<file path="config.mk">
export PLATFORM = sky130hd
export DESIGN_NAME = rst_ctrl
export DESIGN_NICKNAME = d
export VERILOG_FILES = /design/src/rtl/rst_ctrl.sv
export SDC_FILE = /design/constraint.sdc
export NUM_CORES = 1
export LEC_CHECK = 0
export CAP_MARGIN = 5
export CORE_ASPECT_RATIO = 1.4
export CORE_MARGIN = 2
export CORE_UTILIZATION = 55
export DETAILED_ROUTE_END_ITERATION = 6
export HOLD_SLACK_MARGIN = 0.08
export PLACE_DENSITY = 0.75
export SYNTH_ARGS = -nofsm -noshare
export SYNTH_HDL_FRONTEND = slang
export SYNTH_SLANG_ARGS = --single-unit
</file>
<file path="constraint.sdc">
create_clock -name clk -period 2.3 [get_ports clk]
set_input_delay 0.23 -clock clk [delete_from_list [all_inputs] [get_ports clk]]
set_output_delay 0.23 -clock clk [all_outputs]
set_load 0.02 [all_outputs]
</file>
<file path="src/rtl/rst_ctrl.sv">
// ---------------------------------------------------------------------------
// rst_ctrl
//   Reset source controller feeding the asynchronous input of the reset
//   synchronizer. Merges power-on, a debounced board button, PLL lock loss
//   and software/watchdog requests, stretches the merged reset to a minimum
//   width, and records the cause of the most recent reset.
//
// Ports
//   clk          in   free-running oscillator clock (not PLL-derived)
//   rst_n        in   power-on reset, asynchronous, active-low
//   btn_n_i      in   board reset button, asynchronous, active-low, bouncy
//   pll_lock_i   in   PLL lock indication, asynchronous
//   sw_rst_i     in   software reset request, single-cycle pulse (clk domain)
//   wdt_rst_i    in   watchdog reset request, single-cycle pulse (clk domain)
//   arst_o       out  merged reset, active-high, registered
//   rst_cause_o  out  sticky cause {wdt, sw, pll, btn}; 4'b0000 = power-on
//
// Handshakes: none. sw_rst_i / wdt_rst_i are fire-and-forget pulses that are
// sampled on every rising clk edge; there is no ready/acknowledge path.
// ---------------------------------------------------------------------------
module rst_ctrl #(
  parameter int DEBOUNCE_CYCLES = 20000,
  parameter int STRETCH_CYCLES  = 64
) (
  input  logic       clk,
  input  logic       rst_n,
  input  logic       btn_n_i,
  input  logic       pll_lock_i,
  input  logic       sw_rst_i,
  input  logic       wdt_rst_i,
  output logic       arst_o,
  output logic [3:0] rst_cause_o
);

  localparam int DW = (DEBOUNCE_CYCLES > 1) ? $clog2(DEBOUNCE_CYCLES + 1) : 1;
  localparam int SW = (STRETCH_CYCLES > 1) ? $clog2(STRETCH_CYCLES + 1) : 1;

  localparam logic [DW-1:0] DB_LAST    = DW'(DEBOUNCE_CYCLES - 1);
  localparam logic [SW-1:0] STR_RELOAD = SW'(STRETCH_CYCLES - 1);

  typedef enum logic [1:0] {
    S_ASSERT  = 2'd0,
    S_STRETCH = 2'd1,
    S_RUN     = 2'd2
  } state_t;

  // FSM state is kept as a named signal so checkers can bind to it directly.
  state_t state, state_nxt;

  // -------------------------------------------------------------------------
  // Input synchronizers
  // -------------------------------------------------------------------------
  logic [1:0] btn_sync;
  logic [1:0] lock_sync;
  logic       btn_s;
  logic       lock_s;

  always_ff @(posedge clk or negedge rst_n) begin
    if (!rst_n) begin
      btn_sync  <= 2'b11;
      lock_sync <= 2'b00;
    end else begin
      btn_sync  <= {btn_sync[0], btn_n_i};
      lock_sync <= {lock_sync[0], pll_lock_i};
    end
  end

  assign btn_s  = btn_sync[1];
  assign lock_s = lock_sync[1];

  // -------------------------------------------------------------------------
  // Button debounce: btn_db is the accepted (active-low) button level.
  // The counter only runs while the synced level disagrees with btn_db.
  // -------------------------------------------------------------------------
  logic          btn_db;
  logic [DW-1:0] db_cnt;
  logic          btn_pressed;

  always_ff @(posedge clk or negedge rst_n) begin
    if (!rst_n) begin
      btn_db <= 1'b1;
      db_cnt <= '0;
    end else if (btn_s != btn_db) begin
      if (db_cnt == DB_LAST) begin
        btn_db <= btn_s;
        db_cnt <= '0;
      end else begin
        db_cnt <= db_cnt + 1'b1;
      end
    end else begin
      db_cnt <= '0;
    end
  end

  assign btn_pressed = ~btn_db;

  // -------------------------------------------------------------------------
  // Source vector, ordered like rst_cause_o: {wdt, sw, pll_loss, btn}
  // -------------------------------------------------------------------------
  logic [3:0] src_vec;
  logic [3:0] src_q;
  logic [3:0] src_new;
  logic       src_active;

  assign src_vec    = {wdt_rst_i, sw_rst_i, ~lock_s, btn_pressed};
  assign src_active = |src_vec;

  // Previous-cycle sources. The reset value matches the reset state of the
  // synchronizers (lock_s low) so the power-on lock ramp is not mistaken for
  // a fresh lock-loss event and rst_cause_o stays 0 after power-on.
  always_ff @(posedge clk or negedge rst_n) begin
    if (!rst_n) src_q <= 4'b0010;
    else        src_q <= src_vec;
  end

  assign src_new = src_vec & ~src_q;

  // -------------------------------------------------------------------------
  // FSM: state register
  // -------------------------------------------------------------------------
  logic [SW-1:0] str_cnt, str_cnt_nxt;
  logic          arst_nxt;
  logic [3:0]    cause_nxt;

  always_ff @(posedge clk or negedge rst_n) begin
    if (!rst_n) begin
      state       <= S_ASSERT;
      str_cnt     <= '0;
      arst_o      <= 1'b1;
      rst_cause_o <= 4'b0000;
    end else begin
      state       <= state_nxt;
      str_cnt     <= str_cnt_nxt;
      arst_o      <= arst_nxt;
      rst_cause_o <= cause_nxt;
    end
  end

  // -------------------------------------------------------------------------
  // FSM: next-state logic
  // -------------------------------------------------------------------------
  always_comb begin
    state_nxt   = state;
    str_cnt_nxt = str_cnt;
    case (state)
      S_ASSERT: begin
        if (!src_active) begin
          state_nxt   = S_STRETCH;
          str_cnt_nxt = STR_RELOAD;
        end
      end
      S_STRETCH: begin
        if (src_active)           state_nxt   = S_ASSERT;
        else if (str_cnt == '0)   state_nxt   = S_RUN;
        else                      str_cnt_nxt = str_cnt - 1'b1;
      end
      S_RUN: begin
        if (src_active) state_nxt = S_ASSERT;
      end
      default: begin
        state_nxt = S_ASSERT;
      end
    endcase
  end

  // -------------------------------------------------------------------------
  // FSM: output logic (registered in the state register process)
  // arst_o decodes the next state so it rises on the same edge that leaves
  // S_RUN, giving one cycle of latency from a sw/wdt pulse.
  // -------------------------------------------------------------------------
  always_comb begin
    arst_nxt  = (state_nxt != S_RUN);
    cause_nxt = rst_cause_o;
    case (state)
      S_RUN: begin
        // New reset episode: previous cause is replaced.
        if (src_active) cause_nxt = src_vec;
      end
      S_ASSERT, S_STRETCH: begin
        cause_nxt = rst_cause_o | src_new;
      end
      default: begin
        cause_nxt = rst_cause_o;
      end
    endcase
  end

endmodule

</file>
# == Yosys cells after proc, flatten, opt, wreduce, memory -nomap -nowiden ==
# Index checks and enable logic that the tools add are counted.
# classes
n_addsub,2
n_bitwise,5
n_mux,13
n_eq_ne,9
n_reduce_logical,9
# op_table
operator,n
15-bit two-way mux,2
7-bit two-way mux,3
"15-bit by 1-bit adder with 15-bit output, second input constant",1
"15-bit == test, second input constant",1
7-bit case mux with 2 select lines,1
"2-bit != test, second input constant",5
2-bit two-way mux,4
4-bit case mux with 2 select lines,1
7-bit zero test,1
"7-bit by 1-bit subtractor with 7-bit output, second input constant",1
2-bit case mux with 3 select lines,1
4-bit bitwise AND,1
4-bit two-way mux,1
4-bit inverter,1
4-bit bitwise OR,1
2-bit AND reduction,2
4-bit AND reduction,1
2-bit nonzero test,2
4-bit OR reduction,1
"2-bit by 1-bit == test with 1-bit output, second input constant",1
"2-bit == test, second input constant",1
2-bit zero test,1
1-bit inverter,2
2-bit OR reduction,1
1-bit != test,1
# totals
ff_bits,38
wordCells,47

# == Depth between registers and ports, before layout ==
# logic_depth
ltp_word,5
depth_mapped,6
depth_no_buf,6

# == Worst setup path after synthesis ==
# No wires, ideal clock.
# synth_timing
path_type,flip-flop to flip-flop
from,reg db_cnt[7]
to,reg db_cnt[13]
slack_ns,0.443
n_path_buf,1
setup_time_ns,0.119
t_arrival_ns,1.739
period_less_slack_ns,1.857
t_required_ns,2.181
stages_incl_launch_ff,6
path_cell_list,dfrtp_1 > or4_1 > or4_4 > nand2b_2 > buf_6 > nor2_1
# synth_via
elab_chain_len,3
word_cells_on_any_way,4
classes_between,add/sub (1); eq/ne (1); mux (2)
# synth_lines
element,line_no,rtl
"start, declared",76,logic [DW-1:0] db_cnt;
"start signal, assigned",88,db_cnt <= db_cnt + 1'b1;
15-bit by 1-bit adder with 15-bit output / 15-bit == test (equally long branches),"88, 84",
15-bit two-way mux (*),84,if (db_cnt == DB_LAST) begin
15-bit two-way mux (*),83,end else if (btn_s != btn_db) begin
# Every way passes the cells marked *; elsewhere a longest branch is shown, timed or not.
# A chain may end at the register's enable or synchronous reset.

# == Worst setup path after layout ==
# layout_timing
from,reg db_cnt[7]
to,reg db_cnt[10]
# Same word-level chain as after synthesis.

==> reports/qor.yml <==
cells_and_area:
  fin_nets: 175
  fill_cells: 225
  diodes: 0
  syn_to_final_growth_pct: 13.8
  drive_gt1_share_pct: 10.1
  stdcell_count: 205
  utilization_pct: 65.8
clock_network:
  cts_resized: 0
  numCtsBuffers: 5
  hold_buffers: 0
  cts_tree: "built"
  cts_max_level: 2
  clock-root-buffer: "clkbuf_8"
  clk_pin_slew_ns: 0.07
  clock_sinks: 38
  cts_setup_buffers: 0
  cts_buffer_depth: 2
  clock_latency_ns: 0.29
power:
  powerDensity_nw_per_um2: 628
  leakagePower_nw: 0.791
  p_total_mw: 1.19
  ir_worst_vdd_v: 0.000413
logic_synthesis:
  synth_seq_cells: 38
  synth-edff-count: 0
  syn_area_um2: 1660
  yosys.area.top_type_share_pct: 49.6
  synth_area_leaders: "dfrtp_1 (50%), dfstp_2 (7.9%), xnor2_1 (5.3%)"
  ys_types: 37
  synth_ff_type: "dfrtp_1"
  synth_area_per_cell_um2: 11.0
  synth_nets: 159
  synth_top_area_cell: "dfrtp_1"
  ys_seq_area_share_pct: 57.5
  synthCells: 151
  yosysWarningCount: 0
  synthArstFlopShare_pct: 100
run:
  drv_cap: 0
routing:
  vias: 1160
  viasPerCell: 5.66
  drc: 0
  drt_iter0_markers: 34
  finalWirelength_um: 2890
  wire_per_inst_um: 14.1
  drtAntennaViolNets: 0
  firstDrtPassIters: 4
worst_setup_path:
  crit_fanout: 13
  cp_cell_sequence: "or4_1 > or4_4 > nand2b_2 > nor2_1"
  cp-end-kind: "register"
  crit_family: "simple AND/OR/NAND/NOR gates"
  cpMaxStageDelayCell: "or4_4"
  worstPathRequired_ns: 2.46
  ff2ff_setup_slack_ns: 0.33
  start_kind: "register"
  cpPeakStageDelay_ns: 0.56
  critPathBufInv: 0
  critPathKind: "register to register"
  crit_arrival_ns: 2.13
global_routing:
  antenna_found_initial: 0
  grt_pass1_vias: 1185
  grt_start_max_net_pins: 39
  grt_overflow: 0
  gr-usage-all-layers_pct: 19.8
  grt_pass1_wl_um: 5160
timing:
  fin_skew_ns: 0.00667
  tightestPinTransition_ns: 0.596
  hold_viol_final: 0
  fmax_mhz: 507
  postLayoutSetupSlackWorst_ns: 0.329
  slew_violations: 0
  setup_violations: 0
  period_needed_ns: 1.97
  post-route-period-util_pct: 85.7
  relSlewSlack_pct: 60.0
  rsz0062_at_grt: "false"
  setup-tns-final_ns: 0
place:
  dp_slack_ns: 0.267
  placedCellCount: 197
  place_congestion: 0.827
  dp_hpwl_um: 2070
  numPortBuffers: 10
floorplan:
  start_util_pct: 57.8
  boundaryPins: 11
  design.core.area_um2: 2880
  die_w_um: 50.5
  rows: 23
  die_area_um2: 3490
  die_h_um: 69.1
run_status:
  status: "completed"
hold_path:
  hp-class: "input port to asynchronous set/reset pin"
==> state kept, by name (all words and copies together), names as in the netlist <==
signal / flops
arst_o: 1
btn_db: 1
btn_sync: 2
db_cnt: 15
lock_sync: 2
rst_cause_o: 4
src_q: 4
state: 2
str_cnt: 7
==> routing by layer <==
metal	global-route usage, %	wire [um]	vias up
li1	-	-	571
met1	22.0	1180	560
met2	33.2	1560	23
met3	7.79	98	6
met4	7.81	48	0
met5	0	0	-
==> through the flow <==
step           cell area, um^2  hold WS, ns
5_1_grt                   1890        0.348
6_report                  1890        0.356
3_3_place_gp              1800        0.334
3_5_place_dp              1800        0.353
4_1_cts                   1890        0.351
2_1_floorplan             1660      -0.0656
==> final cells by class <==
class | count | area, um^2 | share of cell area (%)
clock buffer | 7 | 86.3 | 4.56
sequential | 38 | 957 | 50.5
timing repair buffer | 11 | 108 | 5.68
clock inverter | 1 | 5.00 | 0.264
multi-input combinational | 104 | 666 | 35.1
inverter | 7 | 26.3 | 1.39
tap | 37 | 46.3 | 2.44
==> cells in the final DEF, fill, tap and decap left out, types with 2 or more instances in the layout <==
cell type,n
dfrtp_1,33
nor2_1,21
xnor2_1,10
o21ai_0,10
clkdlybuf4s50_1,10
nand2_1,8
inv_1,7
nand3_1,6
clkbuf_8,6
nand4_1,5
a22o_1,5
dfstp_2,5
nor4_1,4
nor3_1,4
xor2_1,4
a31oi_1,3
and4_1,2
o31ai_1,2
ha_1,2
==> worst register-to-register path, delay by kind of cell, from the launching register on <==
| family | cells | cell delay, ns |
|---|---|---|
| flops | 1 | 0.43 |
| simple gates | 4 | 1.42 |
==> where the power goes <==
| group | switching (mW) | leakage [nW] | internal, mW |
|---|---|---|---|
| Combinational | 0.0230 | 0.267 | 0.0152 |
| Clock | 0.221 | 0.0482 | 0.242 |
| Sequential | 0.00770 | 0.476 | 0.681 |
==> cells by family (layout without fill, tap and decap cells) <==
| family | Yosys count | count (layout) | synth area share [%] |
|---|---|---|---|
| xor+xnor | 14 | 14 | 7.37 |
| buf+inv | 9 | 26 | 2.48 |
| fa+ha+maj | 2 | 2 | 1.50 |
| mux | 1 | 1 | 0.902 |
| flops | 38 | 38 | 57.5 |
| simple gates | 60 | 60 | 19.1 |
| compound gates | 27 | 27 | 11.1 |
==> cell usage after synthesis (2+ instances only) <==
master and instances:
a31oi_1 3, dfrtp_1 33, inv_1 7, dfstp_2 5
ha_1 2, nand3_1 6, o21ai_0 10, nor2_1 21
nor4_1 4, nand4_1 5, nor3_1 4, xor2_1 4
nand2_1 8, and4_1 2, xnor2_1 10, a22o_1 5
o31ai_1 2
==> worst paths after layout <==
check | from | to | depth (start not counted)
max reg2reg | db_cnt[7] | db_cnt[10] | 4
min reg2reg | btn_sync[0] | btn_sync[1] | 0
min in group clk | btn_n_i | btn_sync[0] | 1
max | db_cnt[7] | db_cnt[10] | 4
max in group asynchronous | rst_n | btn_db | 2
min | rst_n | rst_cause_o[2] | 2
Power figures use the tool's default switching activity.
